`src/rtl/instr_dispatch_fifo.sv`:
```
// rtl/instr_dispatch_fifo.sv - host instruction FIFO issuing one word at a time to the matrix coprocessor
// Optional build macro: OPCODE_CHECK_EN (adds sticky illegal output and opcode filtering on push)
module instr_dispatch_fifo #(
    parameter int DEPTH  = 8,
    parameter int ADDR_W = 3
) (
    input  logic              clk,
    input  logic              reset_n,
    input  logic [31:0]       host_instr,
    input  logic              host_wr,
    input  logic              host_clear,
    output logic              host_full,
    output logic [ADDR_W:0]   host_count,
    output logic              overflow,
    input  logic              cop_done,
    output logic [31:0]       instruction,
    output logic              activate_instruction,
`ifdef OPCODE_CHECK_EN
    output logic              illegal,
`endif
    output logic              busy
);

    typedef enum logic [1:0] {
        S_IDLE  = 2'd0,
        S_ISSUE = 2'd1,
        S_WAIT  = 2'd2,
        S_GAP   = 2'd3
    } state_e;

    localparam logic [ADDR_W:0] FULL_CNT = (ADDR_W + 1)'(DEPTH);

    state_e              state_q, state_d;
    logic [31:0]         mem_q [DEPTH];
    logic [ADDR_W-1:0]   wr_ptr_q, wr_ptr_d;
    logic [ADDR_W-1:0]   rd_ptr_q, rd_ptr_d;
    logic [ADDR_W:0]     count_q, count_d;
    logic [31:0]         instr_q, instr_d;
    logic                ovf_q, ovf_d;
    logic                pop;
    logic                push;
    logic                full;
    logic                wr_attempt;
    logic                opc_ok;
`ifdef OPCODE_CHECK_EN
    logic                ill_q, ill_d;
`endif

    // ---------------- FSM: state register ----------------
    always_ff @(posedge clk or negedge reset_n) begin
        if (!reset_n) begin
            state_q <= S_IDLE;
        end else begin
            state_q <= state_d;
        end
    end

    // ---------------- FSM: next state ----------------
    always_comb begin
        state_d = state_q;
        unique case (state_q)
            S_IDLE:  if (count_q != '0) state_d = S_ISSUE;
            S_ISSUE: state_d = S_WAIT;
            S_WAIT:  if (cop_done) state_d = S_GAP;
            S_GAP:   state_d = S_IDLE;
            default: state_d = S_IDLE;
        endcase
    end

    // ---------------- FSM: outputs ----------------
    always_comb begin
        pop                  = (state_q == S_IDLE) && (count_q != '0);
        activate_instruction = (state_q == S_ISSUE);
        busy                 = (state_q != S_IDLE) || (count_q != '0);
    end

    // ---------------- push qualification ----------------
`ifdef OPCODE_CHECK_EN
    assign opc_ok = (host_instr[3:0] != 4'd0) && (host_instr[3:0] <= 4'd12);
`else
    assign opc_ok = 1'b1;
`endif

    assign full       = (count_q == FULL_CNT);
    assign wr_attempt = host_wr && !host_clear;
    // A pop in the same cycle frees the head slot, so a full FIFO can still take the word.
    assign push       = wr_attempt && opc_ok && (!full || pop);

    always_comb begin
        wr_ptr_d = wr_ptr_q;
        rd_ptr_d = rd_ptr_q;
        count_d  = count_q;
        ovf_d    = ovf_q;
        instr_d  = instr_q;
        if (pop) begin
            instr_d  = mem_q[rd_ptr_q];
            rd_ptr_d = rd_ptr_q + 1'b1;
        end
        if (push) begin
            wr_ptr_d = wr_ptr_q + 1'b1;
        end
        unique case ({push, pop})
            2'b10:   count_d = count_q + 1'b1;
            2'b01:   count_d = count_q - 1'b1;
            default: count_d = count_q;
        endcase
        if (wr_attempt && opc_ok && full && !pop) begin
            ovf_d = 1'b1;
        end
        // Flush leaves the FSM and instruction register alone so an in-flight op completes.
        if (host_clear) begin
            wr_ptr_d = '0;
            rd_ptr_d = '0;
            count_d  = '0;
            ovf_d    = 1'b0;
        end
    end

`ifdef OPCODE_CHECK_EN
    always_comb begin
        ill_d = ill_q;
        if (wr_attempt && !opc_ok) begin
            ill_d = 1'b1;
        end
        if (host_clear) begin
            ill_d = 1'b0;
        end
    end

    always_ff @(posedge clk or negedge reset_n) begin
        if (!reset_n) begin
            ill_q <= 1'b0;
        end else begin
            ill_q <= ill_d;
        end
    end

    assign illegal = ill_q;
`endif

    always_ff @(posedge clk or negedge reset_n) begin
        if (!reset_n) begin
            wr_ptr_q <= '0;
            rd_ptr_q <= '0;
            count_q  <= '0;
            ovf_q    <= 1'b0;
            instr_q  <= '0;
        end else begin
            wr_ptr_q <= wr_ptr_d;
            rd_ptr_q <= rd_ptr_d;
            count_q  <= count_d;
            ovf_q    <= ovf_d;
            instr_q  <= instr_d;
        end
    end

    // Storage array needs no reset: entries are only read after being written.
    always_ff @(posedge clk) begin
        if (push) begin
            mem_q[wr_ptr_q] <= host_instr;
        end
    end

    assign host_full   = full;
    assign host_count  = count_q;
    assign overflow    = ovf_q;
    assign instruction = instr_q;

endmodule

```
`config.mk`:
```
export PLATFORM = sky130hd
export DESIGN_NAME = instr_dispatch_fifo
export DESIGN_NICKNAME = d
export VERILOG_FILES = /design/src/rtl/instr_dispatch_fifo.sv
export SDC_FILE = /design/constraint.sdc
export NUM_CORES = 1
export LEC_CHECK = 0
export ABC_CLOCK_PERIOD_IN_PS = 14400
export CAP_MARGIN = 20
export CORE_MARGIN = 2
export CORE_UTILIZATION = 60
export DETAILED_ROUTE_END_ITERATION = 6
export GPL_ROUTABILITY_DRIVEN = 0
export PLACE_DENSITY = 0.92
export SLEW_MARGIN = 20
export SYNTH_ARGS = -nofsm -noshare
export SYNTH_HDL_FRONTEND = slang
export SYNTH_SLANG_ARGS = --single-unit
export TNS_END_PERCENT = 50
```
`constraint.sdc`:
```
create_clock -name clk -period 14.4 [get_ports clk]
set_clock_uncertainty 0.1 [all_clocks]
set_input_delay 4.32 -clock clk [delete_from_list [all_inputs] [get_ports clk]]
set_output_delay 4.32 -clock clk [all_outputs]
set_load 0.005 [all_outputs]
```
Word level (Yosys, flattened, before mapping)
Memory sizes are Yosys's and may differ from the RTL's. A register that Yosys moved wholly into a read port is not among the register bits. Cells that the tools add are included.

$add $sub $neg: 4. Equal/unequal tests: 8. Muxes and demuxes: 13. Reductions and logical operators: 19.

Operators by type and width (number): 2-to-1 mux 3 bit (4); case mux 2 bit (4 select lines) (1); case mux 4 bit (2 select lines) (1); nonzero test 2 bit (4); adder 3 x 1 -> 3 bit, second input constant (2); == test 2 bit, second input constant (3); logical AND 1 bit (5); adder 4 x 1 -> 4 bit, second input constant (1); == test 2 x 1 -> 1 bit, second input constant (2); == test 4 bit, second input constant (1); logical NOT 1 bit (4); 2-to-1 mux 1 bit (4); 2-to-1 mux 2 bit (2); 2-to-1 mux 4 bit (1); nonzero test 4 bit (1); subtractor 4 x 1 -> 4 bit, second input constant (1); nonzero test 3 bit (1); logical NOT 2 bit (1); logical OR 1 bit (2); inequality test 2 x 1 -> 1 bit, second input constant (1); inequality test 2 bit, second input constant (1); AND reduction 2 bit (1).

Register bits: 13. Memory bits (writable): 256. Bits of input ports: 37. Output and inout bits: 40. Word-level logic and storage cells: 50. Memories kept: 1.

Memory list: mem_q (depth 8, bits a word 32, rd ports 1, clocked after Yosys merged registers in 1, wr ports 1, RTL line 34) `logic [31:0] mem_q [DEPTH];`.

Longest topological paths before layout
Depth in word-level cells: 7. Depth in mapped cells: 10. Gate-level depth less buffers: 9.

Least setup slack after synthesis
Ideal clock, no wire load.

Kind: input to register. From: input host_wr. To: memory mem_q[0][0], enable pin. Library setup time: 0.501 ns. Arrival time: 7.866 ns. Data required time: 13.799 ns. Path slack: 5.933 ns. Cell stages on the path: 3. Buffers on the path: 0. Cell sequence: nor2b_1 o21ai_1 nor4_1.

Word-level cells in the longest chain between the ends: 4.

RTL lines: from (decl) (RTL line 10) `input logic host_wr,`; logical AND 1 bit (RTL line 85) `assign wr_attempt = host_wr && !host_clear;`; logical AND 1 bit (RTL line 87) `assign push = wr_attempt && opc_ok && (!full || pop);`; 2-to-1 mux 1 bit (RTL line 159) `if (push) begin`; 2-to-1 mux 1 bit (not written as such) (RTL line 160) `mem_q[wr_ptr_q] <= host_instr;`; to (decl) (RTL line 34).

No other way between the ends.

Worst setup path after layout
From: input host_clear. To: memory mem_q[5][11], enable pin.

Word-level cells in the longest chain between the ends: 5.

RTL lines: from (decl) (RTL line 11) `input logic host_clear,`; logical NOT 1 bit (RTL line 85); logical AND 1 bit (RTL line 85); logical AND 1 bit (RTL line 87); 2-to-1 mux 1 bit (RTL line 159); 2-to-1 mux 1 bit (not written as such) (RTL line 160).

No other way between the ends.

==> metrics <==
Setup Viol. Count Final=0; crit end category=register; clk sink count=301; cells on worst reg2reg path=10; Synth top cells by count=edfxtp_1 (256), mux4_2 (64), dfrtp_1 (45); Die W=143 um; via count=5800; Seq pwr share=50.2%; hold path cells=2; Multi-input gate area=0.00266 mm2; Seq cells post-synth=301; Max clock buf depth=3; most common cell in the synthesized netlist=edfxtp_1; Synth top area share=66.4%; final antenna-violating net count=0; Gate power share=18.4%; first-pass GRT wire length=36800 um; YS warnings=0; Worst Path Class, Setup=in -> reg; Hold Startpoint=instruction[4]; Final min period=6.96 ns; worst reg2reg path startpoint=state_q[0]; H-tree depth=1; I/O pin count=77; GRT Overall Usage=24.7%; Mean Syn Cell Area=20.2 um2; ys async rst share=15.0%; post-route insts no fill=946; Leak=0.00446 uW; worst slew pin tran=1.04 ns; hold_ws=0.382 ns; status=finished clean; Antenna Cells=0; VDD IR max=0.117 mV; Post-DP HPWL=13700 um; FP Rows=50; setup TNS=0 ns; crit share post-route=48.3%; I/O Buffers=76; WP data arrival=7.00 ns; Clk pwr share=31.4%; number of flops mapped to enable cells by yosys=256; Startpoint Class=input pin; die height=143 um; Max Freq=144 MHz; Final Hold Fails=0; Syn Inst Count=573; net switching power=563 uW; area delta synth->final=17.3%; RSZ-0062 raised after global routing=no; Switching Share=25.5%; Inst Count DP=894; Initial Utilization=61.5%; drt drc=0; Worst-Skew Late Latency=0.54 ns; Final #Nets=710; vias in the first global route=6214; cell taking the most area after synthesis=edfxtp_1; CTS tree=built; Slew HR=30.2%; Fillers=1048; Post-CTS Setup Bufs=0; worst min path class=reg -> reg; top_reg_cell synth=edfxtp_1; DR pass1 iterations=5; part of the Yosys area used for sequential elements=76.1%; hold worst-path end=instruction[4]; Yosys cell types=40; Internal=1640 uW; largest net degree at the start of global routing=70; CP required=14.44 ns; Reg area=0.00882 mm2; Mapped Area=0.0116 mm2; Syn Nets=618; Die ar.=0.0204 mm2; initial antenna violation count=0; flop2flop setup slack=11.30 ns; drt total wl=24000 um; CTS root buffer=clkbuf_16; Synth area leaders=edfxtp_1 (66%), mux4_2 (12%), dfrtp_1 (9.7%), mux2i_1 (2.9%), o21ai_0 (1.6%); Wirelength per Cell=25.4 um; Core Footprint=0.0188 mm2; hold bufs inserted after CTS=0; CTS-repair resized insts=0; Pins Over Slew Limit=0; layout cells sized above 1=19.7%; Vias/cell=6.13; r2r endpoint=host_count[3]; Clock transition at path regs=0.06 ns; worst-path fanout max=32; CTS Buf Count=28; max cap viols=0; total gr overflow=0; first-iteration detailed-routing DRC count=581; PD cells=162 mW/mm2
## state kept, by name (all words and copies together) (netlist names)
name and cells:
mem_q 256, instruction 32, host_count 4, overflow 1
state_q 2, wr_ptr_q 3, rd_ptr_q 3
## final cells by class
type,count,area share (%)
clock inverters,8,0.479
clock buffers,43,5.88
repair buffers,91,6.54
multi-input cells,235,19.5
well taps,260,2.39
inverters,8,0.221
flip-flops and latches,301,64.9
## worst max-delay path, cell delays in order
cell	delay, ns
clkdlybuf4s50_1	0.73
nor2b_1	0.54
o211ai_1	0.45
nor2_4	0.94
## stage by stage
step	utilization, %	power, uW	setup slack (ns)	area (um2)
floorplan	-	1330	5.93	11600
CTS	72.0	2220	7.39	13600
finish	72.1	2200	7.44	13600
global placement	67.4	1490	6.89	12700
global route	72.1	2290	7.28	13600
detailed placement	67.4	1530	6.90	12700
## cell families (layout without fill, tap and decap cells)
kind of cell | after synthesis | in the layout | synth area share, %
buffers and inverters | 37 | 150 | 1.40
multiplexers | 101 | 101 | 15.7
flip-flops | 301 | 301 | 76.1
XOR/XNOR | 4 | 4 | 0.303
AND/OR/NAND/NOR | 72 | 72 | 2.93
AO/OA/AOI/OAI | 50 | 50 | 2.73
adder cells (fa/ha/maj) | 8 | 8 | 0.864
## power groups by stage
stage | Sequential [uW] | Combinational, uW | Clock [uW]
2_1_floorplan | 1080 | 251 | 0
3_3_place_gp | 1110 | 383 | 0
3_5_place_dp | 1120 | 406 | 0
4_1_cts | 1100 | 412 | 701
5_1_grt | 1110 | 445 | 732
6_report | 1110 | 406 | 692
## worst max-delay path by stage
stage               slack (ns)            to        from  cells after the start
floorplan                 5.93   mem_q[0][0]     host_wr                      3
global placement          6.89  mem_q[1][29]  host_clear                      5
detailed placement        6.90  mem_q[6][31]  host_clear                      4
CTS                       7.39  mem_q[6][20]  host_clear                      4
global route              7.28  mem_q[5][13]  host_clear                      4
finish                    7.44  mem_q[5][11]  host_clear                      4
## layer usage
layer	up-vias	part of all wire [%]	track usage [%]
met5	-	0	0
met3	65	5.7	3.72
li1	2472	-	-
met4	0	3.3	9.07
met1	2997	38	31.8
met2	266	53	43.2
## layout by cell type, fill, tap and decap left out, types with 2 or more instances in the layout
| master | instances |
|---|---|
| a21oi_1 | 2 |
| buf_4 | 14 |
| clkbuf_1 | 12 |
| clkbuf_16 | 29 |
| clkbuf_8 | 2 |
| clkdlybuf4s50_1 | 75 |
| clkinv_1 | 2 |
| clkinv_2 | 4 |
| dfrtp_1 | 42 |
| dfrtp_4 | 2 |
| edfxtp_1 | 256 |
| ha_1 | 8 |
| inv_1 | 8 |
| mux2_1 | 2 |
| mux2i_1 | 34 |
| mux4_2 | 64 |
| nand2_1 | 35 |
| nand2b_1 | 4 |
| nand3_1 | 2 |
| nand3b_1 | 2 |
| nor2_1 | 10 |
| nor2_4 | 3 |
| nor2b_1 | 3 |
| nor3_2 | 4 |
| o211ai_1 | 2 |
| o21ai_0 | 37 |
| o21ai_1 | 2 |
| xor2_1 | 3 |
No activity file was read; power rests on OpenSTA's default activity.
